===== src/rtl/mips_pkg.sv =====
// Shared types and constants for the mini-MIPS fetch/execute sequencer.
// Holds the sequencer state enum, PC step, default exception vector and alignment mask.
package mips_pkg;

   typedef enum logic [1:0] {
      ST_START = 2'd0,
      ST_FETCH = 2'd1,
      ST_EXEC  = 2'd2,
      ST_HALT  = 2'd3
   } seq_state_t;

   localparam logic [31:0] PC_STEP          = 32'd4;
   localparam logic [31:0] EXC_VECTOR_DFLT  = 32'h0000_0080;
   localparam logic [31:0] WORD_ALIGN_MASK  = 32'h0000_0003;

   function automatic logic is_misaligned(input logic [31:0] a);
      return (a & WORD_ALIGN_MASK) != 32'd0;
   endfunction

endpackage


===== src/rtl/pc_sequencer_if.sv =====
// Instruction-memory fetch port bundle.
// master: sequencer (req/addr out, rdata/valid in); slave: memory.
interface pc_sequencer_if;
   logic        imem_req;
   logic [31:0] imem_addr;
   logic [31:0] imem_rdata;
   logic        imem_valid;

   modport master (
      output imem_req,
      output imem_addr,
      input  imem_rdata,
      input  imem_valid
   );

   modport slave (
      input  imem_req,
      input  imem_addr,
      output imem_rdata,
      output imem_valid
   );
endinterface


===== src/rtl/pc_target_mux.sv =====
// Redirect target select: halt > jump > branch > sequential, plus alignment check.
// Ports: i_pc/i_* redirect controls in; o_target final next PC, o_fault misaligned redirect.
module pc_target_mux
   import mips_pkg::*;
#(
   parameter logic [31:0] EXC_VECTOR = mips_pkg::EXC_VECTOR_DFLT,
   parameter logic [31:0] PC_STEP    = mips_pkg::PC_STEP
) (
   input  logic [31:0] i_pc,
   input  logic        i_halt,
   input  logic        i_jmp,
   input  logic [31:0] i_jmp_target,
   input  logic        i_br,
   input  logic [31:0] i_br_target,
   output logic [31:0] o_target,
   output logic        o_fault
);

   logic [31:0] w_sel;
   logic        w_redir;

   always_comb begin
      w_sel   = i_pc + PC_STEP;
      w_redir = 1'b0;
      if (i_halt) begin
         w_sel = i_pc;
      end else if (i_jmp) begin
         w_sel   = i_jmp_target;
         w_redir = 1'b1;
      end else if (i_br) begin
         w_sel   = i_br_target;
         w_redir = 1'b1;
      end
   end

   // Only jump/branch targets can fault; sequential wrap is legal.
   assign o_fault  = w_redir & is_misaligned(w_sel);
   assign o_target = o_fault ? EXC_VECTOR : w_sel;

endmodule


===== src/rtl/pc_sequencer.sv =====
// Fetch/execute sequencer driving the PC register's next value and the imem port.
// Ports: clk/reset, pc in, next_pc out, bus (imem master), execute redirects, exception/halt status.
module pc_sequencer
   import mips_pkg::*;
#(
   parameter logic [31:0] EXC_VECTOR = mips_pkg::EXC_VECTOR_DFLT,
   parameter logic [31:0] PC_STEP    = mips_pkg::PC_STEP
) (
   input  logic                  clk,
   input  logic                  reset,
   input  logic [31:0]           pc,
   output logic [31:0]           next_pc,
   pc_sequencer_if.master        bus,
   output logic [31:0]           instr,
   output logic                  instr_valid,
   input  logic                  ex_done,
   input  logic                  br_taken,
   input  logic [31:0]           br_target,
   input  logic                  jmp,
   input  logic [31:0]           jmp_target,
   input  logic                  halt_req,
   input  logic                  exc_ack,
   output logic                  exc_flag,
   output logic [31:0]           epc,
   output logic                  halted
);

   seq_state_t  r_state;
   seq_state_t  w_state_nxt;
   logic [31:0] r_instr;
   logic        r_exc;
   logic [31:0] r_epc;
   logic        w_req;
   logic        w_ivalid;
   logic        w_halted;
   logic        w_redirect;
   logic [31:0] w_target;
   logic        w_fault;

   pc_target_mux #(
      .EXC_VECTOR (EXC_VECTOR),
      .PC_STEP    (PC_STEP)
   ) u_mux (
      .i_pc         (pc),
      .i_halt       (halt_req),
      .i_jmp        (jmp),
      .i_jmp_target (jmp_target),
      .i_br         (br_taken),
      .i_br_target  (br_target),
      .o_target     (w_target),
      .o_fault      (w_fault)
   );

   always_comb begin
      w_state_nxt = r_state;
      w_req       = 1'b0;
      w_ivalid    = 1'b0;
      w_halted    = 1'b0;
      unique case (r_state)
         ST_START: w_state_nxt = ST_FETCH;
         ST_FETCH: begin
            w_req = 1'b1;
            if (bus.imem_valid) w_state_nxt = ST_EXEC;
         end
         ST_EXEC: begin
            w_ivalid = 1'b1;
            if (ex_done)
               w_state_nxt = halt_req ? ST_HALT : ST_FETCH;
         end
         ST_HALT: w_halted = 1'b1;
         default: w_state_nxt = ST_START;
      endcase
   end

   // The PC register loads every clock, so holding means feeding pc back.
   assign w_redirect = (r_state == ST_EXEC) && ex_done;
   assign next_pc    = w_redirect ? w_target : pc;

   always_ff @(posedge clk or posedge reset) begin
      if (reset) begin
         r_state <= ST_START;
         r_instr <= '0;
         r_exc   <= 1'b0;
         r_epc   <= '0;
      end else begin
         r_state <= w_state_nxt;
         if (r_state == ST_FETCH && bus.imem_valid)
            r_instr <= bus.imem_rdata;
         // A new fault beats a same-cycle acknowledge.
         if (w_redirect && w_fault) begin
            r_exc <= 1'b1;
            r_epc <= pc;
         end else if (exc_ack) begin
            r_exc <= 1'b0;
         end
      end
   end

   assign bus.imem_req  = w_req;
   assign bus.imem_addr = pc;
   assign instr         = r_instr;
   assign instr_valid   = w_ivalid;
   assign exc_flag      = r_exc;
   assign epc           = r_epc;
   assign halted        = w_halted;

endmodule


===== src/flat_wrapper.sv =====
// flat-port wrapper written by rule: the top's interface ports become plain ports
module pc_sequencer_flat import mips_pkg::*;
#(
   parameter logic [31:0] EXC_VECTOR = mips_pkg::EXC_VECTOR_DFLT,
   parameter logic [31:0] PC_STEP    = mips_pkg::PC_STEP
)
  (clk, reset, pc, next_pc, instr, instr_valid, ex_done, br_taken, br_target, jmp, jmp_target, halt_req, exc_ack, exc_flag, epc, halted, bus_imem_req, bus_imem_addr, bus_imem_rdata, bus_imem_valid);
  pc_sequencer_if bus_i ();
  input  logic clk;
  input  logic reset;
  input  logic [31:0] pc;
  output logic [31:0] next_pc;
  output logic [31:0] instr;
  output logic instr_valid;
  input  logic ex_done;
  input  logic br_taken;
  input  logic [31:0] br_target;
  input  logic jmp;
  input  logic [31:0] jmp_target;
  input  logic halt_req;
  input  logic exc_ack;
  output logic exc_flag;
  output logic [31:0] epc;
  output logic halted;
  output wire logic [$bits(bus_i.imem_req)-1:0] bus_imem_req;
  output wire logic [$bits(bus_i.imem_addr)-1:0] bus_imem_addr;
  input wire logic [$bits(bus_i.imem_rdata)-1:0] bus_imem_rdata;
  input wire logic [$bits(bus_i.imem_valid)-1:0] bus_imem_valid;
  assign bus_imem_req = bus_i.imem_req;
  assign bus_imem_addr = bus_i.imem_addr;
  assign bus_i.imem_rdata = bus_imem_rdata;
  assign bus_i.imem_valid = bus_imem_valid;
  pc_sequencer #(.EXC_VECTOR(EXC_VECTOR), .PC_STEP(PC_STEP)) u_core (.clk(clk), .reset(reset), .pc(pc), .next_pc(next_pc), .bus(bus_i), .instr(instr), .instr_valid(instr_valid), .ex_done(ex_done), .br_taken(br_taken), .br_target(br_target), .jmp(jmp), .jmp_target(jmp_target), .halt_req(halt_req), .exc_ack(exc_ack), .exc_flag(exc_flag), .epc(epc), .halted(halted));
endmodule

===== config.mk =====
export PLATFORM = sky130hd
export DESIGN_NAME = pc_sequencer_flat
export DESIGN_NICKNAME = d
export VERILOG_FILES = /design/src/rtl/mips_pkg.sv /design/src/rtl/pc_sequencer_if.sv /design/src/rtl/pc_target_mux.sv /design/src/rtl/pc_sequencer.sv /design/src/flat_wrapper.sv
export SDC_FILE = /design/constraint.sdc
export NUM_CORES = 1
export LEC_CHECK = 0
export BUFFER_PORTS_ARGS = -buffer_cell sky130_fd_sc_hd__buf_4
export CORE_MARGIN = 1
export CORE_UTILIZATION = 37
export DETAILED_ROUTE_END_ITERATION = 6
export GPL_TIMING_DRIVEN = 0
export PLACE_DENSITY_LB_ADDON = 0.25
export SYNTH_ARGS = -nofsm -noshare
export SYNTH_HDL_FRONTEND = slang
export SYNTH_HIERARCHICAL = 1
export SYNTH_SLANG_ARGS = --single-unit

===== constraint.sdc =====
create_clock -name clk -period 6.7 [get_ports clk]
set_clock_uncertainty 0.15 [all_clocks]
set_input_delay 1.005 -clock clk [delete_from_list [all_inputs] [get_ports clk]]
set_output_delay 1.005 -clock clk [all_outputs]
set_load 0.02 [all_outputs]

## Word level (Yosys, flattened, before mapping)

Index checks and enable logic that the tools add are counted.

- Add/subtract/negate cells: 1
- Equality and inequality tests: 5
- Muxes and demuxes: 17
- Bitwise operators: 1
- Reductions and logical operators: 8

Operator list:

| operator | number |
|---|---|
| $mux W32 | 5 |
| $add A32 B3 Y32 const B | 1 |
| $reduce_bool A32 Y1 | 1 |
| $mux W1 | 8 |
| $mux W2 | 3 |
| $pmux W2 S3 | 1 |
| $eq A2 B2 Y1 const B | 2 |
| $ne A2 B2 Y1 const B | 2 |
| $logic_and A1 B1 Y1 | 3 |
| $reduce_and A3 Y1 | 1 |
| $reduce_bool A3 Y1 | 1 |
| $eq A2 B1 Y1 const B | 1 |
| $logic_not A2 Y1 | 1 |
| $reduce_bool A2 Y1 | 1 |
| $and A1 B1 Y1 | 1 |

- Register bits after elaboration: 67
- Input bits: 136
- Output and inout port bits: 132
- Logic and storage cells: 36

## Longest topological paths before layout

- Depth after elaboration: 8
- Gate-level depth with buffers: 10
- Mapped depth without buffers: 7

## Hierarchy

Netlist, hierarchy kept.

Modules (own cells, without submodules):

| module | times used | cells an instance | area an instance (µm²) | sequential area each (µm²) |
|---|---|---|---|---|
| pc_sequencer | 1 | 225 | 3226.8 | 1676.6 |
| pc_target_mux | 1 | 269 | 1641.6 | 0.0 |

## Least setup slack after synthesis

OpenSTA, ideal clock, no wires.

- Kind: input-to-output
- Start point: input port pc[2]
- End point: output port next_pc[20]
- Arrival: 2.745 ns
- Data required time: 5.545 ns
- Slack: 2.800 ns
- Cell stages on the path: 10
- Buffers on the path: 3
- Path through: ha_1 -> and2_1 -> clkbuf_1 -> and4_1 -> buf_4 -> and3_1 -> buf_4 -> o21a_1 -> o21a_1 -> mux2_2

- Longest elaborated chain between the ends: 6

Ends and longest elaborated chain:

| element | line | source |
|---|---|---|
| start, declared | flat_wrapper.sv:11 | `input logic [31:0] pc;` |
| $add A32 B3 Y32 | pc_target_mux.sv:23 | `w_sel = i_pc + PC_STEP;` |
| $mux W32 | pc_target_mux.sv:30 | `end else if (i_br) begin` |
| $mux W32 | pc_target_mux.sv:27 | `end else if (i_jmp) begin` |
| $mux W32 | pc_target_mux.sv:25 | `if (i_halt) begin` |
| $mux W32 | pc_target_mux.sv:38 | `assign o_target = o_fault ? EXC_VECTOR : w_sel;` |
| named net u_core.w_target[20] | pc_sequencer.sv:37 | `logic [31:0] w_target;` |
| $mux W32 | pc_sequencer.sv:77 | `assign next_pc = w_redirect ? w_target : pc;` |
| end, declared | flat_wrapper.sv:12 | `output logic [31:0] next_pc;` |

The timed path passes the listed nets, and every way through them passes these cells.

## Final worst setup path

- Start point: input port halt_req
- End point: output port next_pc[24]

- Longest elaborated chain between the ends: 5
- Elaborated cells between the ends (all ways): 6

Ends and longest elaborated chain:

| element | line | source |
|---|---|---|
| start, declared | flat_wrapper.sv:20 | `input logic halt_req;` |
| $mux W32 | pc_target_mux.sv:25 |  |
| $reduce_bool A32 Y1 | mips_pkg.sv:17 | `return (a & WORD_ALIGN_MASK) != 32'd0;` |
| $and A1 B1 Y1 (*) | pc_target_mux.sv:37 | `assign o_fault = w_redir & is_misaligned(w_sel);` |
| named net u_core.w_fault | pc_sequencer.sv:38 | `logic w_fault;` |
| $mux W32 (*) | pc_target_mux.sv:38 |  |
| named net u_core.w_target[24] | pc_sequencer.sv:37 |  |
| $mux W32 (*) | pc_sequencer.sv:77 |  |

Mark *: on every way through the listed nets, which the timed path passes. The rest lies on a longest branch.

==> impl_metrics.env <==
export IMPL_grt_pass1_vias=5033
export IMPL_path_class="primary input to output port"
export IMPL_synth_compound_area_share_pct=17.7
export IMPL_clk_pin_slew_worst_paths_ns=0.05
export IMPL_ys_ff_latch=67
export IMPL_intPower_mw=1.51
export IMPL_r2r_cells=5
export IMPL_antenna_found_initial=0
export IMPL_synth_area_per_cell_um2=9.86
export IMPL_synthMuxAreaShare_pct=23.3
export IMPL_synthSimpleGateAreaFrac_pct=12.5
export IMPL_setup_viol=0
export IMPL_sw_frac_of_total_pct=37.6
export IMPL_gp_congestion=0.890
export IMPL_post_cts_buffers=0
export IMPL_drv_slew=0
export IMPL_crit_fanout=9
export IMPL_root_buffer="clkbuf_16"
export IMPL_die_area_mm2=0.0136
export IMPL_initial_core_util_pct=38.3
export IMPL_io_buffers=267
export IMPL_die_w_um=117
export IMPL_period_share_pct=68.5
export IMPL_syn_to_final_growth_pct=52.5
export IMPL_finalSetupTns_ns=0
export IMPL_postRouteAntennaNets=0
export IMPL_outcome="finished, final reports clean"
export IMPL_htreeDepth=3
export IMPL_critical_path_arrival_ns=3.43
export IMPL_vdd_drop_max_v=0.000272
export IMPL_grt_ovfl_total=0
export IMPL_cts_hold_buf=0
export IMPL_hold_depth=1
export IMPL_final_util_pct=58.3
export IMPL_synth_xor_area_share_pct=0
export IMPL_drt_initial_drc_count=355
export IMPL_cts_resized=0
export IMPL_rows=41
export IMPL_min_period_ns=4.59
export IMPL_comb_power_share_pct=50.3
export IMPL_syn_nets=637
export IMPL_cts_tree="built"
export IMPL_grt_pass1_wl_um=27300
export IMPL_rsz0062_at_grt="no"
export IMPL_clock_sinks=67
export IMPL_yosys_warnings=6
export IMPL_placed_area_mm2=0.00711
export IMPL_cp_start_kind="primary input"
export IMPL_power_density_mw_per_mm2=326
export IMPL_clockPowerShare_pct=20.3
export IMPL_coreArea_mm2=0.0127
export IMPL_vias=5200
export IMPL_wl_um=18600
export IMPL_worst_slew_pin_slew_ns=1.07
export IMPL_yosys_top_cells_area="dfrtp_1 (34%), mux2_2 (22%), buf_4 (6.0%), a21oi_1 (3.2%), o21ai_0 (1.9%)"
export IMPL_synth_edf_count=0
export IMPL_synthAdderAreaFrac_pct=1.80
export IMPL_ys_types=64
export IMPL_relSlewSlack_pct=28.2
export IMPL_timing_fmax_ghz=0.218
export IMPL_cts_inserted_buffers=9
export IMPL_clkLatencyLatePin_ns=0.33
export IMPL_p_leak_nw=3.52
export IMPL_synth_largest_area_cell="dfrtp_1"
export IMPL_grt_total_usage_pct=27.1
export IMPL_ios=268
export IMPL_ctsLongestPathBuffers=2
export IMPL_async_reset_ff_share_pct=100
export IMPL_post_drt_wl_per_cell_um=19.6
export IMPL_dpl_hpwl_um=14500
export IMPL_fin_area_mm2=0.00742
export IMPL_drive_gt1_share_pct=57.1
export IMPL_timing_hold_ws_ns=0.356
export IMPL_n_fill_cell=1170
export IMPL_grt_max_degree=46
export IMPL_crit_required_ns=5.54
export IMPL_final_nets=916
export IMPL_antenna_cells=0
export IMPL_drc=0
export IMPL_cap_violations=0
export IMPL_die_y_um=117
export IMPL_hold_violations=0
export IMPL_critPathCaptureType="output port"
export IMPL_synth_top_family_by_area="multiplexers"
export IMPL_syn_area_mm2=0.00487
export IMPL_synthCells=494
export IMPL_first_pass_iters=7
export IMPL_yosysSeqAreaShare_pct=34.4
export IMPL_ys_flop_type="dfrtp_1"
export IMPL_yosys_area_top_type_share_pct=34.4
export IMPL_switching_power_uw=910
export IMPL_route_detailed_vias_per_inst=5.47
export IMPL_p_seq_share_pct=29.4
export IMPL_min_path_type="register to register"
[flip-flops by register name, indices dropped and copies added, names as in the netlist]
name / count
u_core/instr: 32
u_core/exc_flag: 1
u_core/r_state: 2
u_core/epc: 32
[layout make-up]
| cell class | count | area (um^2) | share of cell area (%) |
|---|---|---|---|
| plain buffers | 65 | 452 | 6.09 |
| well taps | 172 | 215 | 2.90 |
| inverters | 13 | 48.8 | 0.657 |
| clock buffers | 11 | 253 | 3.41 |
| flip-flops and latches | 67 | 1680 | 22.6 |
| multi-input cells | 349 | 2690 | 36.3 |
| repair buffers | 268 | 2020 | 27.3 |
| clock inverters | 5 | 61.3 | 0.826 |
[power by group through the flow]
stage / clock network [mW] / logic [mW] / registers, mW
global route: 0.517 / 1.30 / 0.735
global placement: 0 / 1.20 / 0.701
finish: 0.490 / 1.22 / 0.711
floorplan: 0 / 0.447 / 0.934
detailed placement: 0 / 1.22 / 0.715
CTS: 0.500 / 1.23 / 0.712
[kinds of logic (layout without fill, tap and decap cells)]
kind of cell    Yosys count  count (layout)
buf+inv                  78             362
simple gates            113             113
fa+ha+maj                 7               7
compound gates          128             128
mux                     101             101
flops                    67              67
[worst paths after layout]
path	end	slack, ns	startpoint
setup / recovery	next_pc[24]	2.11	halt_req
hold / removal	u_core/instr[11]$_DFFE_PP0P_	0.36	u_core/instr[11]$_DFFE_PP0P_
setup reg to reg	u_core/epc[15]$_DFFE_PP0P_	4.85	u_core/r_state[0]$_DFFE_PP0P_
hold reg to reg	u_core/instr[11]$_DFFE_PP0P_	0.36	u_core/instr[11]$_DFFE_PP0P_
max in group asynchronous	u_core/epc[1]$_DFFE_PP0P_	5.20	reset
min in group asynchronous	u_core/instr[9]$_DFFE_PP0P_	0.56	reset
[per-stage QoR]
stage	setup slack, ns	power (mW)	cells
after floorplan	2.80	1.38	494
after global placement	2.22	1.91	933
after detailed placement	2.23	1.94	934
after CTS	2.21	2.44	950
after global routing	2.10	2.55	950
final	2.11	2.42	950
[layer usage]
metal	up-vias	GRT usage, %	part of all wire [%]
li1	2385	-	-
met3	39	7.47	9.9
met2	319	45.6	46
met5	-	0	0
met4	0	11.6	3.0
met1	2457	32.6	41
[critical path, cell delays in order]
cell and delay, ns:
buf_4 0.15, o21ba_2 0.23, clkbuf_1 0.58, o311ai_2 0.46, inv_2 0.33, o21a_1 0.17
a311oi_1 0.05, mux2_2 0.29, buf_4 0.16
[Yosys cell counts (6+ instances only)]
cell      count
inv_1        11
o211ai_1      6
nor3_1       13
clkbuf_1     13
a31oi_1      13
nand2_1      21
dfrtp_1      67
buf_4        39
o21a_1        6
a311oi_1      7
mux2_2       97
a211oi_1      7
ha_1          7
nand3_1      12
a21oi_1      31
o21ai_0      18
nand4_1       9
o22ai_1       9
nor2_1       24
[placed cells by master, fill, tap and decap left out, types with 5 or more instances in the layout]
master,n
buf_4,306
mux2_2,97
dfrtp_1,67
a21oi_1,31
nor2_1,24
nand2_1,21
o21ai_0,18
clkbuf_1,13
nor3_1,13
a31oi_1,13
nand3_1,12
inv_1,10
clkbuf_16,9
nand4_1,9
o22ai_1,9
ha_1,7
a311oi_1,7
a211oi_1,7
o21a_1,6
o211ai_1,6
clkbuf_8,5
nand2b_1,5
and3_1,5
o31ai_1,5
No activity file was read; power rests on OpenSTA's default activity.
